===== src/rtl/rr_alu_arbiter_if.sv =====
// Bundle between the requesting pipeline units and the round-robin arbiter
// that owns the shared 4:1 result mux select.
// Handshake: a requester holds req[i] high for as long as it wants the path.
// grant[i] (registered) tells it that it owns the path. The owner pulses done
// for the cycle its transaction completes. done is ignored while busy is low.
interface rr_alu_arbiter_if;
  logic [3:0] req;
  logic       done;
  logic [3:0] grant;
  logic [1:0] control;
  logic       busy;
  logic       timeout;
  logic       dbgState;   // 0 = IDLE, 1 = GRANT

  // Requester side.
  modport master (
    output req, done,
    input  grant, control, busy, timeout, dbgState
  );

  // Arbiter side.
  modport slave (
    input  req, done,
    output grant, control, busy, timeout, dbgState
  );
endinterface


===== src/rtl/rr_alu_arbiter.sv =====
// Round-robin arbiter for one shared 4-input result path. It issues a
// registered one-hot grant, holds it until done, until the owner drops its
// request, or until the hold limit forces a release. On release, the search
// for the next owner starts just after the previous owner.
module rr_alu_arbiter #(
  parameter int MAX_HOLD = 8,
  parameter int CNT_W    = 8
) (
  input  logic           clk,
  input  logic           rst,
  rr_alu_arbiter_if.slave bus
);

  typedef enum logic {IDLE = 1'b0, GRANT = 1'b1} state_t;

  localparam logic [CNT_W-1:0] HOLD_LAST = CNT_W'(MAX_HOLD - 1);

  state_t           stateQ, stateD;
  logic [1:0]       ptrQ, ptrD;
  logic [CNT_W-1:0] cntQ, cntD;
  logic [3:0]       grantQ, grantD;
  logic [1:0]       controlQ, controlD;
  logic             busyQ, busyD;
  logic             timeoutQ, timeoutD;

  // Returns {found, index} of the first requester at or after base, wrapping.
  function automatic logic [2:0] pickWinner(input logic [3:0] reqVec,
                                            input logic [1:0] base);
    logic [2:0] result;
    logic [1:0] idx;
    result = 3'b000;
    for (int k = 3; k >= 0; k--) begin
      idx = base + 2'(k);
      if (reqVec[idx]) result = {1'b1, idx};
    end
    return result;
  endfunction

  logic [1:0] curIdx;
  logic       relDone, relDrop, relHold, release_;
  logic [1:0] nextPtr;
  logic [2:0] idleWin, relWin;

  // Release causes for the current owner; control always holds its index.
  always_comb begin
    curIdx   = controlQ;
    relDone  = bus.done;
    relDrop  = ~bus.req[curIdx];
    relHold  = (cntQ == HOLD_LAST);
    release_ = relDone | relDrop | relHold;
    nextPtr  = curIdx + 2'd1;
    idleWin  = pickWinner(bus.req, ptrQ);
    relWin   = pickWinner(bus.req, nextPtr);
  end

  // Next-state and registered-output logic.
  always_comb begin
    stateD   = stateQ;
    ptrD     = ptrQ;
    cntD     = cntQ;
    grantD   = grantQ;
    controlD = controlQ;
    busyD    = busyQ;
    timeoutD = 1'b0;
    unique case (stateQ)
      IDLE: begin
        if (idleWin[2]) begin
          stateD   = GRANT;
          grantD   = 4'b0001 << idleWin[1:0];
          controlD = idleWin[1:0];
          busyD    = 1'b1;
          cntD     = '0;
        end
      end
      GRANT: begin
        if (release_) begin
          ptrD     = nextPtr;
          // A forced release is flagged only when nothing else ended the grant.
          timeoutD = relHold & ~relDone & ~relDrop;
          if (relWin[2]) begin
            grantD   = 4'b0001 << relWin[1:0];
            controlD = relWin[1:0];
            cntD     = '0;
          end else begin
            stateD = IDLE;
            grantD = 4'b0000;
            busyD  = 1'b0;
            cntD   = '0;
          end
        end else begin
          cntD = cntQ + 1'b1;
        end
      end
      default: stateD = IDLE;
    endcase
  end

  // State and output registers with synchronous reset.
  always_ff @(posedge clk) begin
    if (rst) begin
      stateQ   <= IDLE;
      ptrQ     <= 2'd0;
      cntQ     <= '0;
      grantQ   <= 4'b0000;
      controlQ <= 2'd0;
      busyQ    <= 1'b0;
      timeoutQ <= 1'b0;
    end else begin
      stateQ   <= stateD;
      ptrQ     <= ptrD;
      cntQ     <= cntD;
      grantQ   <= grantD;
      controlQ <= controlD;
      busyQ    <= busyD;
      timeoutQ <= timeoutD;
    end
  end

  assign bus.grant    = grantQ;
  assign bus.control  = controlQ;
  assign bus.busy     = busyQ;
  assign bus.timeout  = timeoutQ;
  assign bus.dbgState = stateQ;

endmodule


===== src/flat_wrapper.sv =====
// flat-port wrapper written by rule: the top's interface ports become plain ports
module rr_alu_arbiter_flat 
#(
  parameter int MAX_HOLD = 8,
  parameter int CNT_W    = 8
)
  (clk, rst, bus_req, bus_done, bus_grant, bus_control, bus_busy, bus_timeout, bus_dbgState);
  rr_alu_arbiter_if bus_i ();
  input  logic clk;
  input  logic rst;
  input wire logic [$bits(bus_i.req)-1:0] bus_req;
  input wire logic [$bits(bus_i.done)-1:0] bus_done;
  output wire logic [$bits(bus_i.grant)-1:0] bus_grant;
  output wire logic [$bits(bus_i.control)-1:0] bus_control;
  output wire logic [$bits(bus_i.busy)-1:0] bus_busy;
  output wire logic [$bits(bus_i.timeout)-1:0] bus_timeout;
  output wire logic [$bits(bus_i.dbgState)-1:0] bus_dbgState;
  assign bus_i.req = bus_req;
  assign bus_i.done = bus_done;
  assign bus_grant = bus_i.grant;
  assign bus_control = bus_i.control;
  assign bus_busy = bus_i.busy;
  assign bus_timeout = bus_i.timeout;
  assign bus_dbgState = bus_i.dbgState;
  rr_alu_arbiter #(.MAX_HOLD(MAX_HOLD), .CNT_W(CNT_W)) u_core (.clk(clk), .rst(rst), .bus(bus_i));
endmodule

===== config.mk =====
export PLATFORM = sky130hd
export DESIGN_NAME = rr_alu_arbiter_flat
export DESIGN_NICKNAME = d
export VERILOG_FILES = /design/src/rtl/rr_alu_arbiter_if.sv /design/src/rtl/rr_alu_arbiter.sv /design/src/flat_wrapper.sv
export SDC_FILE = /design/constraint.sdc
export NUM_CORES = 1
export LEC_CHECK = 0
export CAP_MARGIN = 20
export CORE_MARGIN = 10
export CORE_UTILIZATION = 53
export DETAILED_ROUTE_END_ITERATION = 10
export GPL_ROUTABILITY_DRIVEN = 1
export HOLD_SLACK_MARGIN = 0.05
export PLACE_DENSITY = 0.75
export SLEW_MARGIN = 25
export SYNTH_ARGS = -nofsm -noshare
export SYNTH_HDL_FRONTEND = slang
export SYNTH_SLANG_ARGS = --single-unit

===== constraint.sdc =====
create_clock -name clk -period 2.4 [get_ports clk]
set_input_delay 0.36 -clock clk [delete_from_list [all_inputs] [get_ports clk]]
set_output_delay 0.36 -clock clk [all_outputs]
set_load 0.05 [all_outputs]

==> out/summary.txt, run 1 <==
Internal: 501.3 µW
Yosys warning count: 0
Slew headroom: 66.06%
crit-path cells: clkdlybuf4s50_1
Die ar.: 0.004429 mm²
family with the most delay on the worst path: buffers and inverters
synth cell count leaders: 19 x dfxtp_1, 13 x nand2_1, 13 x nor2_1
status: complete, no violations
Net count, final: 172
Seq/Total Area, Yosys: 33.12%
vias in the first global route: 996
H-tree Lvls: 1
reg-to-reg slack, setup: 0.45 ns
Synth Register Bits: 19
area grow syn2layout: 21.02%
Core ar.: 0.002002 mm²
placement row count: 16
global-route wire length before repair: 4.519 mm
CTS tree: yes
Fin Setup TNS: 0 ns
Vias: 1095
uppermost routed layer: met4
CTS sink count: 19
combinational group share of total power: 32.1%
Layout fillers: 187
largest net degree at the start of global routing: 12
Synth area leader: dfxtp_1
Mapped Nets: 150
Post-synth EDFFs: 0
Final Skew: 0.02050 ns
synth unique cells: 47
Hold Crit Class: reg2reg
diodes inserted: 0
crit share post-route: 87.38%
WL met2: 1.204 mm
CTS Buf Count: 3
CP required: 2.04 ns
peak supply drop: 0.3257 mV
sequential share of power: 46.8%
Via density: 5.763
Synth top area share: 33.12%
routed length on met3: 140 µm
num ports: 16
final hold vios: 0
Net Switching: 271.5 µW
initial antenna violation count: 0
worst-path fanout max: 11
final setup fails: 0
Power Density: 555.9 mW/mm²
max incr delay on CP: 0.88 ns
Mapped Cells: 142
nature of the critical path endpoint: primary output
sw frac: 35.13%
Die Y-Extent: 66.55 µm
Avg WL per Cell: 13.98 µm
top cells by area, synth: dfxtp_1 33%, nor2b_1 4.4%, nand2_1 4.2%, nor2_1 4.2%, a21oi_1 3.9%
Skew-Pair Late Insertion Delay: 0.30 ns
PortBufs: 15
Slew Viols, Final: 0
most frequent cell after synthesis: dfxtp_1
wl on met1: 1.299 mm
post-CTS sizing: 0
floorplan die width: 66.55 µm
drt total wl: 2.657 mm
Setup Buffers After CTS: 0
max frequency: 476.8 MHz
prevailing post-synth register cell: dfxtp_1
drt pass-1 iters: 4
RSZ-0062 raised after global routing: false
Final GP Congestion: 0.7541
CTS max path bufs: 2
post-detail-place hpwl: 2.095 mm
Worst-Margin Slew: 0.5075 ns
drt drc: 0
global route overflow: 0
crit path time final: 2.097 ns
Hold-fix buffers, CTS: 0
Synth Cell Area: 0.001149 mm²
Detailed Route Iter0 Violations: 34
clock-pin transition on the worst setup and hold timing paths: 0.12 ns
Routed Antenna Nets: 0
crit path buf inv count: 1
GRT Resource Usage Total: 12.36%
Clock power frac: 21.1%
critical path launch point type: flip-flop
Pleak: 0.0005180 µW
kind of critical path: reg2out
CP arrival: 1.74 ns
max_cap viols: 0
post-synthesis area per instance: 8.089 µm²
CP max stage cell: clkdlybuf4s50_1
Initial Util: 57.38%
worst hold slack: 0.4995 ns
Root Driver: clkbuf_4
Synth async-reset ratio: 0%
share of cells above drive strength 1: 12.88%
-- final timing paths --
| path | from | end | cells past startpoint |
|---|---|---|---|
| worst max-delay path | u_core.bus.dbgState | bus_dbgState | 1 |
| worst min-delay path | u_core.cntQ[0] | u_core.cntQ[0] | 2 |
| worst max register to register | u_core.cntQ[3] | u_core.cntQ[2] | 6 |
| worst min register to register | u_core.cntQ[0] | u_core.cntQ[0] | 2 |
-- cell usage in the layout (no fill, tap or decap), types with 2 or more instances in the layout --
master / Yosys / final
a211oi_1: 3 / 3
a21o_1: 2 / 2
a21oi_1: 9 / 9
a21oi_4: 2 / 2
a31oi_1: 4 / 4
buf_4: 0 / 7
clkbuf_4: 0 / 3
clkdlybuf4s50_1: 0 / 15
dfxtp_1: 19 / 19
inv_1: 2 / 2
mux2i_1: 3 / 3
nand2_1: 13 / 13
nand2b_1: 5 / 5
nand3_1: 4 / 4
nor2_1: 13 / 13
nor2b_1: 8 / 8
nor3_1: 5 / 5
o21ai_0: 6 / 6
o21ai_1: 4 / 4
or2_2: 2 / 2
or3_1: 5 / 5
xnor2_1: 2 / 2
-- logic make-up after synthesis --
logic type,after synthesis,share of synthesized area (%)
compound gates,42,27.34
fa+ha+maj,1,1.089
mux,3,2.614
flops,19,33.12
simple gates,66,30.61
buf+inv,8,2.941
xor+xnor,3,2.288
-- per-stage QoR --
| step | power (µW) | std cells | area (µm²) | util [%] | setup WS, ns |
|---|---|---|---|---|---|
| finish | 772.8 | 190 | 1390 | 69.44 | 0.3028 |
| global route | 811.2 | 190 | 1390 | 69.44 | 0.2229 |
| CTS | 775.6 | 190 | 1390 | 69.44 | 0.2963 |
| detailed placement | 617.0 | 186 | 1363 | 68.06 | 0.1853 |
| global placement | 612.2 | 186 | 1363 | 68.06 | 0.2516 |
| floorplan | 536.4 | 142 | 1149 | - | 0.4086 |
-- power groups by stage --
stage / Clock [µW] / Combinational [µW] / Sequential [µW]
after floorplan: 0 / 126 / 410
after global placement: 0 / 245 / 368
after detailed placement: 0 / 248 / 369
after CTS: 165 / 249 / 362
after global routing: 176 / 269 / 366
final: 163 / 248 / 362
-- registers in the layout, summed over array words and instances, names as in the netlist --
name	flops
u_core.bus.timeout	1
u_core.ptrQ	2
u_core.bus.control	2
u_core.bus.grant	4
u_core.bus.busy	1
u_core.bus.dbgState	1
u_core.cntQ	8
-- worst register-to-register path: cells and delay by family (launching register included) --
family / cells / cell delay, ns
AOI/OAI and AO/OA: 2 / 0.23
buffers and inverters: 1 / 0.15
DFF: 1 / 0.38
and+or+nand+nor: 3 / 1.11
-- routing by layer --
layer	track usage, %	vias to the layer above
met1	15.81	508
met4	3.141	0
met2	19.43	20
met3	3.846	2
met5	0	-
li1	-	565
-- final cells by class --
class / count / area (µm²) / share of cell area, %
multi-input combinational: 115 / 734.5 / 52.84
sequential: 19 / 380.4 / 27.36
timing repair buffer: 22 / 202.7 / 14.58
tap: 27 / 33.78 / 2.430
clock buffer: 3 / 22.52 / 1.620
inverter: 3 / 11.26 / 0.8101
clock inverter: 1 / 5.005 / 0.3600
No activity file was read; power rests on OpenSTA's default activity.
==> run 2, diff against run 1 <==
--- a/config.mk
+++ b/config.mk
@@ -10,7 +10,6 @@
 export CORE_UTILIZATION = 53
 export DETAILED_ROUTE_END_ITERATION = 10
 export GPL_ROUTABILITY_DRIVEN = 1
-export HOLD_SLACK_MARGIN = 0.05
 export PLACE_DENSITY = 0.75
 export SLEW_MARGIN = 25
 export SYNTH_ARGS = -nofsm -noshare
==> results of run 2 <==
The final DEF is identical to that of run 1; final timing and power are the same.
